<file path="src/rtl/vga_mem_arbiter.sv">
// vga_mem_arbiter: shares one single-port synchronous pixel memory between
// the VGA scanout reader (always wins) and a buffered pixel writer. Writes
// are queued in a small FIFO and drained on cycles without a scanout read.
// Optional statistics outputs (stall_cnt, max_fill) are present only when
// the macro VGA_ARB_STATS_EN is defined.
module vga_mem_arbiter #(
  parameter int ADDR_W     = 15,
  parameter int DATA_W     = 12,
  parameter int FIFO_DEPTH = 16
) (
  input  logic                          clk,
  input  logic                          rst,
  input  logic                          scan_req,
  input  logic [ADDR_W-1:0]             scan_addr,
  output logic                          scan_valid,
  output logic [DATA_W-1:0]             scan_data,
  input  logic                          wr_valid,
  output logic                          wr_ready,
  input  logic [ADDR_W-1:0]             wr_addr,
  input  logic [DATA_W-1:0]             wr_data,
  output logic                          fifo_empty,
  output logic                          mem_en,
  output logic                          mem_we,
  output logic [ADDR_W-1:0]             mem_addr,
  output logic [DATA_W-1:0]             mem_wdata,
  input  logic [DATA_W-1:0]             mem_rdata
`ifdef VGA_ARB_STATS_EN
  ,
  output logic [15:0]                   stall_cnt,
  output logic [$clog2(FIFO_DEPTH):0]   max_fill
`endif
);

  localparam int PTR_W = $clog2(FIFO_DEPTH);
  localparam int CNT_W = PTR_W + 1;
  localparam logic [CNT_W-1:0] FULL_CNT = CNT_W'(FIFO_DEPTH);

  // The state records which requester owns the memory in a given cycle.
  typedef enum logic [1:0] {
    IDLE  = 2'd0,
    SCAN  = 2'd1,
    DRAIN = 2'd2
  } state_e;

  state_e state_q, state_d;

  logic [ADDR_W-1:0] fifo_addr_q [FIFO_DEPTH];
  logic [DATA_W-1:0] fifo_data_q [FIFO_DEPTH];
  logic [PTR_W-1:0]  wr_ptr_q, wr_ptr_d;
  logic [PTR_W-1:0]  rd_ptr_q, rd_ptr_d;
  logic [CNT_W-1:0]  count_q, count_d;
  logic              empty_q, empty_d;
  logic [DATA_W-1:0] scan_hold_q, scan_hold_d;
  logic              push, pop;

  // Ready comes only from the registered count, so a pop in a full cycle
  // does not reopen the FIFO until the following cycle.
  assign wr_ready   = !rst && (count_q != FULL_CNT);
  assign push       = wr_valid && wr_ready;
  assign pop        = (state_d == DRAIN);
  assign fifo_empty = empty_q;

  // Grant register: remembers this cycle's grant so read data can be tagged.
  always_ff @(posedge clk) begin
    if (rst) begin
      state_q <= IDLE;
    end else begin
      state_q <= state_d;
    end
  end

  // Grant decision: scanout first, then drain pending writes, else idle.
  always_comb begin
    state_d = IDLE;
    if (rst) begin
      state_d = IDLE;
    end else if (scan_req) begin
      state_d = SCAN;
    end else if (!empty_q) begin
      state_d = DRAIN;
    end
  end

  // Memory port driven straight from the grant issued in this cycle.
  always_comb begin
    mem_en    = 1'b0;
    mem_we    = 1'b0;
    mem_addr  = '0;
    mem_wdata = '0;
    unique case (state_d)
      SCAN: begin
        mem_en   = 1'b1;
        mem_addr = scan_addr;
      end
      DRAIN: begin
        mem_en    = 1'b1;
        mem_we    = 1'b1;
        mem_addr  = fifo_addr_q[rd_ptr_q];
        mem_wdata = fifo_data_q[rd_ptr_q];
      end
      default: begin
        mem_en = 1'b0;
      end
    endcase
  end

  // FIFO pointer and occupancy bookkeeping for this cycle's push/pop.
  always_comb begin
    wr_ptr_d = wr_ptr_q;
    rd_ptr_d = rd_ptr_q;
    count_d  = count_q;
    if (push) begin
      wr_ptr_d = wr_ptr_q + 1'b1;
    end
    if (pop) begin
      rd_ptr_d = rd_ptr_q + 1'b1;
    end
    if (push && !pop) begin
      count_d = count_q + 1'b1;
    end else if (pop && !push) begin
      count_d = count_q - 1'b1;
    end
    empty_d = (count_d == '0);
  end

  // FIFO control registers; reset throws away anything still queued.
  always_ff @(posedge clk) begin
    if (rst) begin
      wr_ptr_q <= '0;
      rd_ptr_q <= '0;
      count_q  <= '0;
      empty_q  <= 1'b1;
    end else begin
      wr_ptr_q <= wr_ptr_d;
      rd_ptr_q <= rd_ptr_d;
      count_q  <= count_d;
      empty_q  <= empty_d;
    end
  end

  // FIFO storage; contents need no reset because the pointers gate them.
  always_ff @(posedge clk) begin
    if (push) begin
      fifo_addr_q[wr_ptr_q] <= wr_addr;
      fifo_data_q[wr_ptr_q] <= wr_data;
    end
  end

  // Read data is live the cycle after a scan grant and held otherwise.
  assign scan_valid  = (state_q == SCAN);
  assign scan_data   = scan_valid ? mem_rdata : scan_hold_q;
  assign scan_hold_d = scan_data;

  // Hold register that keeps the last returned pixel stable between reads.
  always_ff @(posedge clk) begin
    if (rst) begin
      scan_hold_q <= '0;
    end else begin
      scan_hold_q <= scan_hold_d;
    end
  end

`ifdef VGA_ARB_STATS_EN
  logic [15:0]      stall_cnt_q, stall_cnt_d;
  logic [CNT_W-1:0] max_fill_q, max_fill_d;

  assign stall_cnt = stall_cnt_q;
  assign max_fill  = max_fill_q;

  // Saturating stall counter and FIFO high-water mark.
  always_comb begin
    stall_cnt_d = stall_cnt_q;
    max_fill_d  = max_fill_q;
    if (wr_valid && !wr_ready && (stall_cnt_q != 16'hFFFF)) begin
      stall_cnt_d = stall_cnt_q + 16'd1;
    end
    if (count_q > max_fill_q) begin
      max_fill_d = count_q;
    end
  end

  // Statistics registers, cleared by reset.
  always_ff @(posedge clk) begin
    if (rst) begin
      stall_cnt_q <= '0;
      max_fill_q  <= '0;
    end else begin
      stall_cnt_q <= stall_cnt_d;
      max_fill_q  <= max_fill_d;
    end
  end
`endif

endmodule

</file>
<file path="config.mk">
export PLATFORM = sky130hd
export DESIGN_NAME = vga_mem_arbiter
export DESIGN_NICKNAME = d
export VERILOG_FILES = /design/src/rtl/vga_mem_arbiter.sv
export SDC_FILE = /design/constraint.sdc
export NUM_CORES = 1
export LEC_CHECK = 0
export CAP_MARGIN = 20
export CELL_PAD_IN_SITES_DETAIL_PLACEMENT = 1
export CELL_PAD_IN_SITES_GLOBAL_PLACEMENT = 1
export CORE_MARGIN = 2
export CORE_UTILIZATION = 53
export CTS_BUF_LIST = sky130_fd_sc_hd__clkbuf_16
export DETAILED_ROUTE_END_ITERATION = 12
export PLACE_DENSITY = 0.82
export SYNTH_ARGS = -nofsm -noshare
export SYNTH_HDL_FRONTEND = slang
export SYNTH_SLANG_ARGS = --single-unit
</file>
<file path="constraint.sdc">
create_clock -name clk -period 5.3 [get_ports clk]
set_input_delay 0.795 -clock clk [delete_from_list [all_inputs] [get_ports clk]]
set_output_delay 0.795 -clock clk [all_outputs]
set_load 0.1 [all_outputs]
</file>
==> run metrics <==
distinct cell type count after synthesis=40; share of the synthesized area in the top cell type=72.4%; aggregate global-route resource usage=24.7%; CTS tree=done; die width=188 um; GP Congestion=0.777; Initial Utilization=53.7%; worst-case reg-to-reg path depth=8; synthesized netlist net count=862; PwrDens=393 nW/um^2; Syn Inst Count=797; io pins=102; setup_tns=0 ps; Yosys reg bits=464; largest area contributor in the netlist=edfxtp_1; largest net degree at the start of global routing=67; Post-synth ARST share=0%; HP Class=reg2reg; Max Root-Sink Buffers=3; Fill cells=2779; ranking of synthesized cells by area=edfxtp_1, mux4_2, dfxtp_1; Slew Limit Fails=0; most frequent cell after synthesis=edfxtp_1; total congestion overflow=0; Final Hold Viols=0; CP Depth=5; RSZ-0062 raised after global routing=no; multi-input logic area=4190 um^2; Setup violations, final=0; Fmax=239 MHz; status=finished clean; area grow syn2layout=17.4%; Max-cap violations=0; crit start category=flop; Arrival @ worst endpoint=3390 ps; hold_buf cts=0; global-route wire length before repair=62.9 mm; HPWL Detailed=23.9 mm; clock slew at reported path FFs=60 ps; Clock Sinks=464; root cell of the clock tree=clkbuf_16; site row count=67; nets=996; CP peak stage delay=850 ps; most instantiated cells after synthesis=edfxtp_1, mux4_2, dfxtp_1; number of synthesized flops with an enable pin=432; Worst Skew=27.7 ps; Ys Warns=0; Worst-Skew Late Latency=570 ps; WS Path Type=reg2out; die area=35300 um^2; postcts setup bufs=0; critical path's slowest cell=dfxtp_4; FF/Latch Area=13600 um^2; peak supply drop=269 uV; die height=188 um; Slew @ Worst Pin=1080 ps; Worst Path Required=4510 ps; core area=33400 um^2; routed vias=8943; total CTS buffers=45; antenna viol nets, final=0; drt initial violations=932; post-route clock period utilization=79.0%; wire per inst=31.5 um; CTS H-tree lvls=2; share of cells above drive strength 1=30.0%; most frequent CP cell=mux4_2; Mapped Area=17900 um^2; DR DRC count=0; Final Power=8.27 mW; delay-heaviest family, CP=multiplexers; min cycle time layout=4190 ps; Crit. End Element=output port; initial antenna violation count=1; Initial DRT Pass Iterations=5; Pleak=6.60 nW; worst path cell trace=buf_12 > mux4_2 > mux4_2 > a22o_1 > buf_4; CP max FO=40; Worst Hold Depth=2; PostCTS Resize Cnt=0; syn_area_per_cell=22.5 um^2; sequential area share after synthesis=76.0%; # port buffers=101; Detailed Route WL=44.6 mm; Bufs and invs on worst path=2; vias in the first global route=9385; Main synth FF type=edfxtp_1; relative slew slack=27.8%; via/cell ratio=6.32
## flip-flops by register name (all words and copies together), names as in the netlist, named ones only
register / cells
fifo_data_q: 192
rd_ptr_q: 4
count_q: 5
fifo_empty: 1
scan_hold_q: 12
wr_ptr_q: 4
fifo_addr_q: 240
state_q: 2
## where the power goes
part	internal (mW)	switching (mW)
Combinational	0.511	0.645
Sequential	4.05	0.103
Clock	1.58	1.37
Total	6.15	2.12
## tightest hold or removal path, cell delays in order, from the launching register on
cell and delay, ps:
dfxtp_1 330, nand2_1 60, a21oi_1 70
## cells in the final DEF (no fill, tap or decap), types with 3 or more instances in the layout
| cell | instances |
|---|---|
| nand2_1 | 13 |
| a21oi_1 | 5 |
| clkinv_2 | 10 |
| clkinv_1 | 7 |
| nor2b_1 | 14 |
| nor3_2 | 4 |
| buf_12 | 6 |
| buf_16 | 3 |
| nand3_1 | 3 |
| and2_1 | 13 |
| nand4_1 | 3 |
| buf_4 | 49 |
| a22o_1 | 15 |
| inv_1 | 18 |
| xor2_1 | 4 |
| clkinvlp_4 | 3 |
| clkdlybuf4s50_1 | 71 |
| nor2_4 | 12 |
| nor2_1 | 14 |
| ha_1 | 7 |
| mux4_2 | 135 |
| edfxtp_1 | 432 |
| mux2_2 | 12 |
| clkbuf_16 | 46 |
| a21o_1 | 3 |
| xnor2_1 | 4 |
| dfxtp_4 | 3 |
| nand2b_1 | 4 |
| dfxtp_1 | 29 |
## metrics by stage
stage	instances	util (%)	hold slack [ps]	setup slack, ps	instance area, um^2
6_report	1416	63.0	509	1110	21000
5_1_grt	1416	63.0	548	909	21000
4_1_cts	1411	62.7	518	1050	20900
3_5_place_dp	1328	58.7	507	1590	19600
3_3_place_gp	1326	58.6	486	1660	19500
2_1_floorplan	797	-	467	1100	17900
## worst paths after layout
kind,start,endpoint,slack (ps)
worst max-delay path,flop,mem_addr[13],1110
worst min-delay path,rd_ptr_q[1],flop,510
worst max register to register,count_q[0],fifo_data_q[12][7],2290
worst min register to register,rd_ptr_q[1],flop,510
## metal layers
metal	vias up	routed length, um	share of wire, %	track usage (%)
met1	4746	17100	38	33.2
li1	3609	-	-	-
met5	-	0	0	0
met2	514	22600	51	41.2
met4	0	1160	2.6	7.84
met3	74	3650	8.2	5.09
## cells by family after synthesis
kind of cell,count (synthesis),share of synthesized area (%)
AOI/OAI and AO/OA,34,1.49
xor gates and xnor gates,8,0.391
and+or+nand+nor,90,2.65
muxes,147,17.7
adders and majority gates,7,0.489
DFF,464,76.0
buffers and inverters,47,1.24
## area by class of cell
class,instances,area share (%)
flip-flops and latches,464,64.8
clock inverters,37,0.940
clock buffers,46,5.47
repair buffers,129,6.09
well taps,448,2.67
inverters,5,0.0893
multi-input cells,286,19.9
diodes,1,0.0119
(Power assumes the default switching activity.)
